## config.mk

```make
export PLATFORM = sky130hd
export DESIGN_NAME = dmem_arbiter
export DESIGN_NICKNAME = d
export VERILOG_FILES = /design/src/rtl/dmem_pkg.sv /design/src/rtl/dmem_starve_ctr.sv /design/src/rtl/dmem_arbiter.sv
export SDC_FILE = /design/constraint.sdc
export NUM_CORES = 1
export LEC_CHECK = 0
export CAP_MARGIN = 30
export CORE_AREA = 2 2 115 117
export DETAILED_ROUTE_END_ITERATION = 8
export DIE_AREA = 0 0 117 119
export GPL_TIMING_DRIVEN = 1
export SLEW_MARGIN = 10
export SYNTH_ARGS = -nofsm -noshare
export SYNTH_HDL_FRONTEND = slang
export SYNTH_SLANG_ARGS = --single-unit
```

## constraint.sdc

```tcl
create_clock -name clk -period 1.67 [get_ports clk]
set_input_delay 0.167 -clock clk [delete_from_list [all_inputs] [get_ports clk]]
set_output_delay 0.167 -clock clk [all_outputs]
set_load 0.01 [all_outputs]
```

## src/rtl/dmem_pkg.sv

```systemverilog
// Shared types and defaults for the data-memory arbiter: FSM encoding and parameter defaults.
package dmem_pkg;

  localparam int unsigned DMEM_ADDR_W       = 32;
  localparam int unsigned DMEM_DATA_W       = 32;
  localparam int unsigned DMEM_STARVE_LIMIT = 4;
  // Wide enough for the largest legal STARVE_LIMIT (15)
  localparam int unsigned DMEM_STARVE_CNT_W = 4;

  typedef enum logic [1:0] {
    IDLE    = 2'd0,
    EXT_ACC = 2'd1,
    EXT_ACK = 2'd2
  } arb_state_e;

endpackage

```

## src/rtl/dmem_starve_ctr.sv

```systemverilog
// Saturating count of consecutive cycles the EXT requester lost to the CPU.
// at_limit tells the arbiter that EXT must go ahead of the CPU on this cycle.
module dmem_starve_ctr
  import dmem_pkg::*;
#(
  parameter int unsigned LIMIT = DMEM_STARVE_LIMIT
) (
  input  logic clk,
  input  logic rst,
  input  logic inc,
  input  logic clr,
  output logic at_limit
);

  localparam logic [DMEM_STARVE_CNT_W-1:0] LIMIT_C = DMEM_STARVE_CNT_W'(LIMIT);

  logic [DMEM_STARVE_CNT_W-1:0] cnt_q;

  // clr wins over inc so a grant and a loss can never both land in the count
  always_ff @(posedge clk) begin
    if (rst) begin
      cnt_q <= '0;
    end else if (clr) begin
      cnt_q <= '0;
    end else if (inc && (cnt_q != LIMIT_C)) begin
      cnt_q <= cnt_q + 1'b1;
    end
  end

  assign at_limit = (cnt_q == LIMIT_C);

endmodule

```

## src/rtl/dmem_arbiter.sv

```systemverilog
// Shares the single-port data RAM between the MEM stage (priority) and an external requester.
// Optional DMEM_ARB_STATS_EN adds wrapping stall/grant counters with a synchronous clear.
module dmem_arbiter
  import dmem_pkg::*;
#(
  parameter int unsigned ADDR_W       = DMEM_ADDR_W,
  parameter int unsigned DATA_W       = DMEM_DATA_W,
  parameter int unsigned STARVE_LIMIT = DMEM_STARVE_LIMIT
) (
  input  logic              clk,
  input  logic              rst,
  input  logic              cpu_read,
  input  logic              cpu_write,
  input  logic [ADDR_W-1:0] cpu_addr,
  input  logic [DATA_W-1:0] cpu_wdata,
  output logic [DATA_W-1:0] cpu_rdata,
  output logic              cpu_stall,
  input  logic              ext_req,
  input  logic              ext_we,
  input  logic [ADDR_W-1:0] ext_addr,
  input  logic [DATA_W-1:0] ext_wdata,
  output logic              ext_ack,
  output logic [DATA_W-1:0] ext_rdata,
  output logic              mem_read,
  output logic              mem_write,
  output logic [ADDR_W-1:0] mem_addr,
  output logic [DATA_W-1:0] mem_wdata,
`ifdef DMEM_ARB_STATS_EN
  input  logic              stat_clr,
  output logic [31:0]       stat_cpu_stalls,
  output logic [31:0]       stat_ext_grants,
`endif
  input  logic [DATA_W-1:0] mem_rdata
);

  arb_state_e state_q, state_d;
  logic       cpu_req;
  logic       at_limit;
  logic       ext_grant;
  logic       starve_inc;
  logic       starve_clr;

  assign cpu_req = cpu_read | cpu_write;

  dmem_starve_ctr #(
    .LIMIT (STARVE_LIMIT)
  ) u_starve (
    .clk      (clk),
    .rst      (rst),
    .inc      (starve_inc),
    .clr      (starve_clr),
    .at_limit (at_limit)
  );

  always_ff @(posedge clk) begin
    if (rst) begin
      state_q <= IDLE;
    end else begin
      state_q <= state_d;
    end
  end

  // The CPU owns the bus by default; only EXT_ACC hands it to the external port.
  always_comb begin
    state_d    = state_q;
    ext_grant  = 1'b0;
    starve_inc = 1'b0;
    starve_clr = 1'b0;
    mem_read   = cpu_read;
    mem_write  = cpu_write;
    mem_addr   = cpu_addr;
    mem_wdata  = cpu_wdata;
    cpu_stall  = 1'b0;
    case (state_q)
      IDLE: begin
        if (ext_req && (!cpu_req || at_limit)) begin
          ext_grant  = 1'b1;
          starve_clr = 1'b1;
          state_d    = EXT_ACC;
        end else if (ext_req) begin
          starve_inc = 1'b1;
        end else begin
          starve_clr = 1'b1;
        end
      end
      EXT_ACC: begin
        mem_read  = !ext_we;
        mem_write = ext_we;
        mem_addr  = ext_addr;
        mem_wdata = ext_wdata;
        cpu_stall = cpu_req;
        state_d   = EXT_ACK;
      end
      EXT_ACK: begin
        starve_clr = 1'b1;
        state_d    = IDLE;
      end
      default: begin
        state_d = IDLE;
      end
    endcase
  end

  always_ff @(posedge clk) begin
    if (rst) begin
      ext_rdata <= '0;
    end else if (state_q == EXT_ACC) begin
      ext_rdata <= mem_rdata;
    end
  end

  assign ext_ack   = (state_q == EXT_ACK);
  assign cpu_rdata = mem_rdata;

`ifdef DMEM_ARB_STATS_EN
  always_ff @(posedge clk) begin
    if (rst || stat_clr) begin
      stat_cpu_stalls <= '0;
      stat_ext_grants <= '0;
    end else begin
      if (cpu_stall) begin
        stat_cpu_stalls <= stat_cpu_stalls + 32'd1;
      end
      if (ext_grant) begin
        stat_ext_grants <= stat_ext_grants + 32'd1;
      end
    end
  end
`endif

endmodule

```

### After elaboration in Yosys (flattened, before gate mapping)

Cells that the tools add are included.

* register bits: 38
* input bits: 166
* output and inout bits: 132
* logic and storage cells: 30

* add/sub/neg operators: 1
* eq/ne operators: 5
* mux-type cells: 13
* bitwise operators: 1
* reductions and logical operators: 7

Operator list (count)
* 32-bit two-way mux: 2
* 1-bit two-way mux: 8
* 4-bit by 1-bit adder with 4-bit output (second input constant): 1
* 4-bit by 3-bit equality test with 1-bit output (second input constant): 1
* 4-bit by 3-bit inequality test with 1-bit output (second input constant): 1
* 2-bit case mux with 2 select lines: 1
* 2-bit by 1-bit equality test with 1-bit output (second input constant): 1
* 2-bit equality test (second input constant): 1
* 1-bit logical AND: 2
* 1-bit logical NOT: 2
* 2-bit logical NOT: 1
* 2-bit two-way mux: 1
* 2-bit inequality test (second input constant): 1
* 1-bit case mux with 2 select lines: 1
* 2-bit OR reduction: 1
* 1-bit logical OR: 1
* 1-bit bitwise OR: 1

### Logic depth before layout (Yosys ltp)

* depth after elaboration: 7
* gate-level depth with buffers: 6

### Hierarchy

Synthesis repeated with hierarchy kept, for this count alone.

* cells, all modules: 423
* area total of the unflattened synthesis: 2523.7 sq um

Modules (own cells, without submodules)
* dmem_arbiter: instances 1, cells an instance 398, area an instance 2294.7 sq um, seq. area each 680.7 sq um
* dmem_starve_ctr: instances 1, cells an instance 25, area an instance 229.0 sq um, seq. area each 80.1 sq um

### Least setup slack after synthesis

Ideal clock, no wire load.

* path kind: reg2reg
* start: register u_starve.cnt_q[0]
* end: register u_starve.cnt_q[1]
* setup time: 0.070 ns
* arrival time: 1.172 ns
* path slack: 0.427 ns
* cell stages (with the launch flop): 7
* buffers on the path: 0
* clock period less this slack: 1.243 ns
* cells stage by stage: dfxtp_1 inv_1 ha_1 and3b_4 nor3_4 nand3b_1 a21oi_1

* word-level cells in the longest chain between the ends: 6
* elaborated cells between the ends (all ways): 11
* those cells by class: add/sub (1); eq/ne (2); mux (4); reduce/logical (4)

RTL lines
* start: declaration: RTL line dmem_starve_ctr.sv:17 `logic [DMEM_STARVE_CNT_W-1:0] cnt_q;`
* start signal: assignment: RTL line dmem_starve_ctr.sv:26 `cnt_q <= cnt_q + 1'b1;`
* 4-bit by 3-bit equality test with 1-bit output: RTL line dmem_starve_ctr.sv:30 `assign at_limit = (cnt_q == LIMIT_C);`
* 1-bit logical OR: RTL line dmem_arbiter.sv:76 `if (ext_req && (!cpu_req || at_limit)) begin`
* 1-bit logical AND: RTL line dmem_arbiter.sv:76
* 1-bit two-way mux: RTL line dmem_arbiter.sv:76
* 1-bit case mux with 2 select lines or 1-bit two-way mux (tied branches): RTL line dmem_arbiter.sv:74 `case (state_q)`
* 2-bit OR reduction (no line) or 1-bit logical AND (tied branches)

Parallel ways exist; a longest one is shown, timed or not.
A chain may end at the register's enable or synchronous reset.

### Worst setup path after layout

* start: register state_q[0]
* end: output mem_addr[23]

* word-level cells in the longest chain between the ends: 2

RTL lines
* start: declaration: RTL line dmem_arbiter.sv:36 `arb_state_e state_q, state_d;`
* start signal: assignment: RTL line dmem_arbiter.sv:59 `state_q <= state_d;`
* 2-bit by 1-bit equality test with 1-bit output: RTL line dmem_arbiter.sv:74
* 32-bit two-way mux: RTL line dmem_arbiter.sv:74
* end: declaration: RTL line dmem_arbiter.sv:26 `output logic [ADDR_W-1:0] mem_addr,`

Every way passes these cells.

==> flow_metrics.py <==
metrics = {
    "hold_path": {
        "hold_class": "reg2reg",
    },
    "worst_setup_path": {
        "crit_type": "reg2out",
        "critPathSlowestCell": "dfxtp_2",
        "max_stage_delay_ns": 0.35,
        "worstPathArrival_ns": 1.43,
        "cp-start-kind": "flop",
        "crit_path_end_kind": "primary output",
        "worstPathRequired_ns": 1.50,
        "path_cells": "buf_6 -> nand2b_4 -> buf_6 -> buf_6 -> buf_4 -> nand2_2 -> nand2_2 -> buf_6",
        "critPathMaxFanout": 6,
        "worst_path_most_repeated_cell": "buf_6",
    },
    "sta": {
        "relSlewSlack_pct": 81.9,
        "finalCritPeriodShare_pct": 95.8,
        "setup_slack_ns": 0.0700,
        "rsz0062_at_grt": "true",
        "final_hold_viol_count": 0,
        "setup_viol": 0,
        "timing.fmax_ghz": 0.625,
        "finClkSkew_ns": 0.00350,
        "tightest_slew_ns": 0.271,
        "post-route-min-period_ns": 1.60,
        "final_max_slew_viol_count": 0,
    },
    "final_layout": {
        "mostFrequentLayoutCells": "nand2_1, clkdlybuf4s50_1, clkbuf_2",
        "drive_gt1_share_pct": 15.4,
        "n_antenna_cell": 0,
        "final_common_cell": "nand2_1",
        "nets": 865,
        "finalInstanceArea_sq_um": 5500,
        "area_delta_synth_final_pct": 120,
    },
    "clocking": {
        "cts_sinks": 38,
        "cts_tree": "built",
        "numCtsBuffers": 5,
        "hold_buffers": 0,
        "insertion_delay_ns": 0.27,
        "path_clk_slew_ns": 0.05,
        "cts_max_path_buffers": 2,
        "root_buffer": "clkbuf_16",
        "h-tree-depth": 2,
    },
    "route": {
        "via_count": 3610,
        "ant_nets": 0,
        "viasPerCell": 4.14,
        "drt-initial-drc-count": 184,
        "firstDrtPassIters": 4,
        "drc": 0,
        "wl_per_cell_um": 15.1,
        "wirelength_mm": 13.2,
    },
    "power": {
        "vdd_drop_max_mv": 0.300,
        "powerDensity_nw_per_um2": 515,
        "cellLeakagePower_nw": 2.44,
    },
    "floorplanning": {
        "start_util_pct": 19.4,
        "rows": 42,
        "fp.dieArea_sq_um": 13900,
        "die_h_um": 119,
        "die_x_um": 117,
        "io_pins": 298,
        "core_region_area_sq_um": 12900,
    },
    "flow_run": {
        "cap_violations": 0,
    },
    "placed_design": {
        "dp_hpwl_mm": 10.2,
        "place.gp.congestion": 0.997,
        "io_buffers": 297,
        "dp_slack_ns": -0.0393,
        "place_area_sq_um": 5500,
    },
    "synthesis": {
        "ys_ff_latch": 38,
        "syn_nets": 591,
        "yosys-top-cells-area": "nand2_1, dfxtp_1, buf_4",
        "syn_avg_cell_area_sq_um": 5.91,
        "synth_top_area_share_pct": 39.7,
        "synth_seq_area_share_pct": 30.4,
        "synth_warnings": 0,
        "yosys.area.top_type": "nand2_1",
        "syn_inst": 423,
        "yosysUniqueCellTypes": 21,
        "syn_area_sq_um": 2500,
    },
    "global_route": {
        "track_usage_pct": 17.4,
        "antenna_found_initial": 1,
        "grt_pass1_wl_mm": 18.9,
        "gr-total-overflow": 0,
        "grt_pass1_vias": 3546,
        "grt_max_degree": 25,
    },
    "outcome": {
        "outcome": "finished, final reports clean",
    },
}
[worst max-delay path: cells and delay by family, from the launching register on]
family	cells	cell delay, ns
buffers and inverters	5	0.60
DFF	1	0.35
and+or+nand+nor	3	0.21
[repair_timing]
item | 4_1_cts | 5_1_grt
setup endpoints to repair | 68 | 66
setup buffers | 5 | 1
resized for setup | 114 | 109
gates cloned | 3 | 1
[power by group]
part / switching, mW / leakage, nW / internal, mW
Sequential: 0.0115 / 0.308 / 0.927
Combinational: 0.399 / 2.06 / 0.616
Clock: 0.335 / 0.0640 / 0.546
[cell type report]
cell class | instances | area [sq um]
multi-input cells | 324 | 1350
flip-flops and latches | 38 | 763
clock buffers | 7 | 133
repair buffers | 326 | 3030
fillers | 1406 | 7370
inverters | 2 | 7.51
well taps | 176 | 220
[cell families after synthesis]
family,count (synthesis),share of synthesized area [%]
flip-flops,38,30.4
AND/OR/NAND/NOR,283,44.5
buffers and inverters,61,16.3
AO/OA/AOI/OAI,39,7.81
adder cells (fa/ha/maj),2,1.00
[layer usage]
layer	GRT usage, %	vias to the layer above	share of wire, %
li1	-	1813	-
met1	19.7	1592	38
met2	29.3	183	47
met3	7.18	20	12
met4	6.10	2	2.3
met5	0	-	0.091
[through the flow]
| step | utilization (%) | total power, mW | hold WS [ns] | cells | TNS [ns] |
|---|---|---|---|---|---|
| 6_report | 42.7 | 2.83 | 0.451 | 873 | 0 |
| 3_5_place_dp | 42.7 | 2.05 | 0.446 | 856 | -0.491 |
| 5_1_grt | 42.7 | 2.99 | 0.470 | 873 | -0.0139 |
| 2_1_floorplan | - | 1.29 | 0.303 | 423 | 0 |
| 4_1_cts | 44.5 | 2.91 | 0.453 | 871 | -0.0162 |
| 3_3_place_gp | 42.7 | 2.05 | 0.442 | 856 | -0.0698 |
[synth_stat cells, drive strengths merged]
master and instances:
nor2 6, nand2b 2, buf 55, nand3b 1, nor4 1, inv 2
o21ai 2, nor3 2, nand2 264, and3b 1, ha 2, and2 1
nor3b 1, a21oi 37, dfxtp 38, nand3 1, clkbuf 4, nor2b 3
[final timing paths]
check / slack (ns) / endpoint / start / depth (start not counted)
worst max register to register: 0.26 / u_starve.cnt_q[3] / u_starve.cnt_q[0] / 6
worst min-delay path: 0.45 / ext_rdata[2] / ext_rdata[2] / 2
worst max-delay path: 0.07 / mem_addr[23] / state_q[0] / 8
worst min register to register: 0.45 / ext_rdata[2] / ext_rdata[2] / 2
[sequential cells by signal (all words and copies together) (netlist names)]
register and count:
ext_rdata 32, state_q 2, u_starve.cnt_q 4
Power figures use the tool's default switching activity.
